`src/rtl/lm_sm_pkg.sv`:
```
// Shared constants for the LM/SM multi-cycle sequencer: opcodes of the
// instructions it interacts with and the sequencer state encoding.
package lm_sm_pkg;

    localparam logic [3:0] OP_ADD = 4'b0000;
    localparam logic [3:0] OP_NDU = 4'b0010;
    localparam logic [3:0] OP_LW  = 4'b0100;
    localparam logic [3:0] OP_LM  = 4'b0110;
    localparam logic [3:0] OP_SM  = 4'b0111;

    typedef enum logic {
        ST_IDLE = 1'b0,
        ST_RUN  = 1'b1
    } seq_state_e;

endpackage

```
`src/rtl/lsb_priority_enc8.sv`:
```
// Lowest-set-bit encoder for an 8-bit register mask, plus a flag that is
// high when exactly one bit of the mask is set.
module lsb_priority_enc8 (
    input  logic [7:0] mask,
    output logic [2:0] idx,
    output logic       single
);

    always_comb begin
        idx = 3'd0;
        // Scan from the top so the lowest set bit is the last one written.
        for (int i = 7; i >= 0; i--) begin
            if (mask[i]) begin
                idx = i[2:0];
            end
        end
    end

    assign single = (mask != 8'd0) && ((mask & (mask - 8'd1)) == 8'd0);

endmodule

```
`src/rtl/lm_sm_sequencer.sv`:
```
// Breaks an LM/SM instruction into one load/store micro-op per selected
// register, lowest register first, with consecutive memory addresses.
module lm_sm_sequencer
    import lm_sm_pkg::*;
(
    input  logic        clk,
    input  logic        reset_n,
    input  logic        start,
    input  logic        is_sm,
    input  logic [7:0]  reg_list,
    input  logic [15:0] base_addr,
    input  logic        stall_in,
    input  logic        flush,
    output logic        stall_upstream,
    output logic        uop_valid,
    output logic        uop_is_sm,
    output logic [2:0]  uop_reg_add,
    output logic [15:0] uop_mem_addr,
    output logic        uop_last,
    output logic        done
);

    seq_state_e  state;
    logic [7:0]  mask;
    logic [15:0] addr;
    logic        op;
    logic        done_q;
    logic [2:0]  low_idx;
    logic        mask_single;
    logic        run;

    lsb_priority_enc8 u_enc (
        .mask   (mask),
        .idx    (low_idx),
        .single (mask_single)
    );

    assign run = (state == ST_RUN);

    always_ff @(posedge clk or negedge reset_n) begin
        if (!reset_n) begin
            state  <= ST_IDLE;
            mask   <= 8'd0;
            addr   <= 16'd0;
            op     <= 1'b0;
            done_q <= 1'b0;
        end else if (flush) begin
            // A redirect drops the instruction silently: no done pulse.
            state  <= ST_IDLE;
            mask   <= 8'd0;
            done_q <= 1'b0;
        end else begin
            done_q <= 1'b0;
            case (state)
                ST_IDLE: begin
                    if (start) begin
                        if (reg_list != 8'd0) begin
                            mask  <= reg_list;
                            addr  <= base_addr;
                            op    <= is_sm;
                            state <= ST_RUN;
                        end else begin
                            done_q <= 1'b1;
                        end
                    end
                end
                ST_RUN: begin
                    if (!stall_in) begin
                        mask <= mask & (mask - 8'd1);
                        addr <= addr + 16'd1;
                        if (mask_single) begin
                            state  <= ST_IDLE;
                            done_q <= 1'b1;
                        end
                    end
                end
                default: state <= ST_IDLE;
            endcase
        end
    end

    assign uop_valid    = run;
    assign uop_is_sm    = run && op;
    assign uop_reg_add  = run ? low_idx : 3'd0;
    assign uop_mem_addr = run ? addr : 16'd0;
    assign uop_last     = run && mask_single;
    assign done         = done_q;

    // Gated by reset so every output reads 0 while reset is held.
    assign stall_upstream = reset_n &&
        ((run && !(mask_single && !stall_in)) ||
         (start && (reg_list != 8'd0) && (state == ST_IDLE)));

endmodule

```
`config.mk`:
```
export PLATFORM = sky130hd
export DESIGN_NAME = lm_sm_sequencer
export DESIGN_NICKNAME = d
export VERILOG_FILES = /design/src/rtl/lm_sm_pkg.sv /design/src/rtl/lsb_priority_enc8.sv /design/src/rtl/lm_sm_sequencer.sv
export SDC_FILE = /design/constraint.sdc
export NUM_CORES = 1
export LEC_CHECK = 0
export CAP_MARGIN = 10
export CORE_MARGIN = 5
export CORE_UTILIZATION = 30
export DETAILED_ROUTE_END_ITERATION = 10
export GPL_TIMING_DRIVEN = 0
export HOLD_SLACK_MARGIN = 0.05
export SLEW_MARGIN = 25
export SYNTH_ARGS = -nofsm -noshare
export SYNTH_HDL_FRONTEND = slang
export SYNTH_HIERARCHICAL = 1
export SYNTH_SLANG_ARGS = --single-unit
```
`constraint.sdc`:
```
create_clock -name clk -period 2.6 [get_ports clk]
set_input_delay 0.52 -clock clk [delete_from_list [all_inputs] [get_ports clk]]
set_output_delay 0.52 -clock clk [all_outputs]
set_load 0.1 [all_outputs]
```
==> Word-level counts from Yosys, hierarchy flattened <==
Index checks and enable logic that the tools add are counted.
W data, S select, Z words.
{ "op_classes": {"n_reduce_logical": 17, "mux": 31, "bitwise_logic": 3, "n_eq_ne": 6, "addsub": 2} }
{ "op_table": {"columns": ["operator", "n"], "rows": [
  ["$mux W16", 4],
  ["$mux W8", 4],
  ["$pmux W16 S2", 1],
  ["$mux W3", 9],
  ["$add A16 B1 Y16 const B", 1],
  ["$pmux W8 S2", 1],
  ["$reduce_bool A8 Y1", 2],
  ["$mux W1", 10],
  ["$ne A3 B3 Y1 const B", 3],
  ["$and A8 B8 Y8", 1],
  ["$logic_and A1 B1 Y1", 8],
  ["$logic_not A8 Y1", 1],
  ["$reduce_and A4 Y1", 2],
  ["$sub A8 B1 Y8 const B", 1],
  ["$ne A2 B2 Y1 const B", 3],
  ["$pmux W1 S2", 2],
  ["$reduce_and A3 Y1", 1],
  ["$logic_not A1 Y1", 2],
  ["$not A1 Y1", 2],
  ["$logic_or A1 B1 Y1", 1]
]} }
{ "word_totals": {"out_inout_bits": 24, "word_cells": 64, "regBits": 27, "inputBits": 30} }

==> Longest topological paths before layout <==
{ "depth": {"word_depth": 9, "depth_mapped": 7, "ltp_nobuf": 7} }

==> Hierarchy <==
The synthesis kept the hierarchy.
{ "by_module_without_submodules": {"columns": ["mod", "seq_area_each_um2", "area_each_um2", "cells_each", "n_inst"], "rows": [
  ["lm_sm_sequencer", 675.6, 1779.2, 208, 1],
  ["lsb_priority_enc8", 0.0, 162.7, 23, 1]
]} }

==> Worst setup path before layout <==
Ideal clock, no wire load.
{ "synth_path": {"path_type": "reg2out", "startpoint": "reg state, in the netlist uop_valid", "endpoint": "out stall_upstream", "path_buffers": 2, "slack_ps": -1105, "t_arrival_ps": 3185, "path_stages_with_launch": 5, "path_cell_list": "dfrtp_1 clkbuf_1 clkbuf_1 o21ai_0 a21boi_1"} }
{ "synth_via": {"elab_chain_cells": 4} }
{ "synth_lines": {"columns": ["item", "line", "text"], "rows": [
  ["start: declaration", "lm_sm_sequencer.sv:23", "seq_state_e state;"],
  ["start signal: assignment", "lm_sm_sequencer.sv:42", "state <= ST_IDLE;"],
  ["start signal: assignment", "lm_sm_sequencer.sv:49", "state <= ST_IDLE;"],
  ["start signal: assignment", "lm_sm_sequencer.sv:61", "state <= ST_RUN;"],
  ["$not A1 Y1", null, null],
  ["$logic_and A1 B1 Y1", "lm_sm_sequencer.sv:92", "(start && (reg_list != 8'd0) && (state == ST_IDLE)));"],
  ["$logic_or A1 B1 Y1 *", "lm_sm_sequencer.sv:91", "((run && !(mask_single && !stall_in)) ||"],
  ["$logic_and A1 B1 Y1 *", "lm_sm_sequencer.sv:90", "assign stall_upstream = reset_n &&"],
  ["end: declaration", "lm_sm_sequencer.sv:14", "output logic stall_upstream,"]
]} }
Mark *: on every way between the ends. The rest lies on a longest branch, timed or not.

==> Final worst setup path <==
{ "layout_path": {"startpoint": "reg mask[3]", "endpoint": "out stall_upstream"} }
{ "layout_via": {"elab_chain_cells": 9} }
{ "layout_lines": {"columns": ["item", "line", "text"], "rows": [
  ["start: declaration", "lm_sm_sequencer.sv:24", "logic [7:0] mask;"],
  ["start signal: assignment", "lm_sm_sequencer.sv:58", "mask <= reg_list;"],
  ["start signal: assignment", "lm_sm_sequencer.sv:69", "mask <= mask & (mask - 8'd1);"],
  ["$sub A8 B1 Y8", "lsb_priority_enc8.sv:19", "assign single = (mask != 8'd0) && ((mask & (mask - 8'd1)) == 8'd0);"],
  ["$and A8 B8 Y8", "lsb_priority_enc8.sv:19", null],
  ["$logic_not A8 Y1", "lsb_priority_enc8.sv:19", null],
  ["$logic_and A1 B1 Y1 *", "lsb_priority_enc8.sv:19", null],
  ["net mask_single", "lm_sm_sequencer.sv:29", "logic mask_single;"],
  ["$logic_and A1 B1 Y1 *", "lm_sm_sequencer.sv:91", null],
  ["$logic_not A1 Y1 *", "lm_sm_sequencer.sv:91", null],
  ["$logic_and A1 B1 Y1 *", "lm_sm_sequencer.sv:91", null],
  ["$logic_or A1 B1 Y1 *", "lm_sm_sequencer.sv:91", null],
  ["$logic_and A1 B1 Y1 *", "lm_sm_sequencer.sv:90", null]
]} }
The timed path passes the listed nets; every way through them passes the cells marked *.

==> results.txt <==
- Run status: finished with violations
- The checks that failed: setup timing.
- The wire-length estimate of the detail-placed layout is 4600 µm.
- The max-slew violation total from the final report is 0.
- PwrDens: 668 nW/µm²
* Overall routing resource usage: 16.0%
- First-pass GRT wire length: 11100 µm
- Number of buffers created by CTS: 3
- The post-route netlist has 21.5% of its cells at a drive strength greater than 1.
- For the worst setup path, the data required time is 2.08 ns.
- Setup repair after global routing could not meet its margin everywhere.
- Number of different library cells in the post-synthesis netlist: 53
- In this run the remaining antenna-violating nets after routing total 0.
* Routed Wire Length: 6600 µm
- Portion of the clock cycle consumed by the worst path in the final layout: 105%
* Worst Slack Setup Final: -0.134 ns
* RD Place Congestion: 0.843
- The multi-input combinational cells in the finished layout cover a total of 1210 µm².
- Synthesized instance count: 231
- Initial Util: 30.8%
- Critical Path AT: 2.21 ns
* Final layout net count: 325
- Total setup violations reported at the end of the flow: 2
- STA classifies the critical path startpoint as a flip-flop.
- The tightest hold path in the finished design has a slack of 0.264 ns.
- For this design the static power due to leakage is 1.09 nW.
- In this run, the number of DRC markers left after iteration 0 of detailed routing was 146.
* Depth of the worst register-to-register path: 5
* Number of clock sinks seen by CTS: 27
* EDFF count, synth: 0
* Post-route DRC violation count: 0
- Of the post-synthesis cell area, the dominant cell type holds 34.8%.
* Number of global-route vias before repair: 2188
- TritonCTS clock tree: yes
- By startpoint and endpoint, the worst setup path is classified as reg2out.
- DR pass1 iterations: 4
* Width of the chip: 90.5 µm
- At the pin with the least slew margin, the transition time is 0.969 ns.
* Largest vdd supply drop: 428 µV
- Number of failing hold endpoints at the final stage: 0
- Summed instance area of the synthesized netlist: 1940 µm²
- The routed layout has 2121 vias.
- I/O pins: 54
- Routed length per instance: 17.8 µm
- Final TNS setup: -0.175 ns
- For this run, the top clock speed supported by timing is 366 MHz.
- For this run, asynchronously set or reset flops after synthesis account for 100%.
* Critical path endpoint category: output port
- Worst Skew: 0.0143 ns
- Share of synthesized area occupied by flip-flops and latches: 34.8%
- The initial antenna violation count came to 0.
- Source-to-sink clock delay at the later pin of the worst-skew pair: 0.29 ns
* Maximum number of pins on one net before global-route repair: 29
- Clk root buf: clkbuf_8
- Via/cell ratio: 5.73
- Kind of path behind the tightest hold check: in2async
- Die Y-Extent: 90.5 µm
- Clock-pin transition on the worst setup and hold timing paths: 0.11 ns
- The library cell used most frequently in the layout, excluding fill and tap cells, is clkdlybuf4s50_1.
* Power consumption: 1.80 mW
- Die Area: 8180 µm²
- Top cell type by total area after synthesis: dfrtp_1
- In the layout the commonest cells are clkdlybuf4s50_1 (29), dfrtp_1 (22), nand3_1 (17), nand2_1 (16).
* Net Count, Synth: 262
- The floorplan has 29 rows.
- Filler cell count in the final layout: 649
- Worst-case setup slack after placement: -1.17 ns
- Most used DFF post-synth: dfrtp_1
- In this run the worst path has a maximum fanout of 3.
* Seq cells post-synth: 27
- CTS built an H-tree with a depth of 1.
- The number of antenna diodes in the final layout is 0.
* Mapped Avg Cell Area: 8.41 µm²
- Count of buffers inserted at the top-level ports: 52
* Area Growth Syn to Fin: 39.2%
- Slew Limit Headroom: 35.3%
- Remaining global-route overflow: 0
- Ranked by total cell area, the synthesized netlist is headed by dfrtp_1 (35%), and2_1 (4.5%), nand3_1 (4.4%), a21oi_1 (3.4%), nor2_1 (3.3%).
- Area of all sequential standard cells: 682 µm²
- The total area inside the core boundary comes to 6310 µm².
* MaxCap Viol Count: 0
- For the finished layout, the period the worst path requires is 2.73 ns.
- Number of synthesis warnings: 6
- Counting along the longest clock path gives a buffer depth of 2.
[logic make-up after synthesis]
group | after synthesis | synth area share (%)
AND/OR/NAND/NOR | 97 | 26.5
AO/OA/AOI/OAI | 77 | 31.0
flip-flops | 27 | 34.8
buffers and inverters | 26 | 5.54
adder cells (fa/ha/maj) | 2 | 1.16
XOR/XNOR | 1 | 0.451
multiplexers | 1 | 0.515
[cell usage after synthesis, drive strengths merged (2+ instances only)]
cell	n
nand2b	4
a22oi	5
a2111o	2
and2	14
nor2	18
o41ai	2
or3	2
inv	13
nand3	17
and3	3
a32oi	7
or4	6
o21ai	6
nand4	3
a21oi	13
o2bb2ai	2
dfrtp	27
o22ai	5
nor4	4
buf	3
nand2	16
a32o	3
o211ai	6
a31oi	2
clkbuf	10
a2111oi	4
o22a	2
a211o	3
nor3	6
nor2b	2
a2bb2oi	7
[sequential cells by signal (all words and copies together), names as in the netlist]
signal,flops
addr,16
done,1
op,1
mask,8
uop_valid,1
[layout make-up]
type                    count  share of cell area (%)
multi-input cells         178                    44.7
inverters                  13                    1.81
clock inverters             1                   0.278
well taps                  77                    3.56
flip-flops and latches     27                    25.2
clock buffers               3                    1.53
plain buffers              13                    2.50
repair buffers             58                    20.4
[critical path, stage by stage (launching register included)]
cell       delay, ns
dfrtp_2         0.44
or4_4           0.57
a2111oi_4       0.21
o22a_2          0.23
inv_2           0.06
o21ai_4         0.16
a21boi_4        0.08
buf_12          0.16
[through the flow]
step	cell area, µm²	instances	utilization [%]
final	2700	370	42.8
after detailed placement	2580	360	40.9
after global placement	2590	360	41.0
after floorplan	1970	231	-
after global routing	2700	370	42.8
after CTS	2670	369	42.4
[metal layers]
layer,vias up,GRT usage [%],share of wire [%]
met3,4,3.17,5.4
met2,74,26.0,48
met4,0,1.99,0.68
met5,-,0,0
met1,1029,22.5,46
li1,1014,-,-
[what timing repair did]
| action | 4_1_cts | 5_1_grt |
|---|---|---|
| endpoints found under the setup margin | 21 | 12 |
| setup buffers | 5 | 1 |
| hold buffers | 0 | 0 |
| resized for setup | 107 | 10 |
| pin swaps | 4 | 3 |
[power by group]
| group | leakage (nW) | total, mW | switching, mW | internal [mW] |
|---|---|---|---|---|
| Clock | 0.0217 | 0.266 | 0.157 | 0.109 |
| Sequential | 0.323 | 0.624 | 0.116 | 0.508 |
| Combinational | 0.748 | 0.914 | 0.613 | 0.302 |
[final timing paths]
check,start,to,slack (ns)
max in group asynchronous,reset_n,mask[3],1.85
worst max register to register,addr[0],addr[12],0.48
min in group clk,op,op,0.50
worst max-delay path,mask[3],stall_upstream,-0.13
worst min register to register,op,op,0.50
worst min-delay path,reset_n,addr[7],0.26
(Power assumes the default switching activity.)
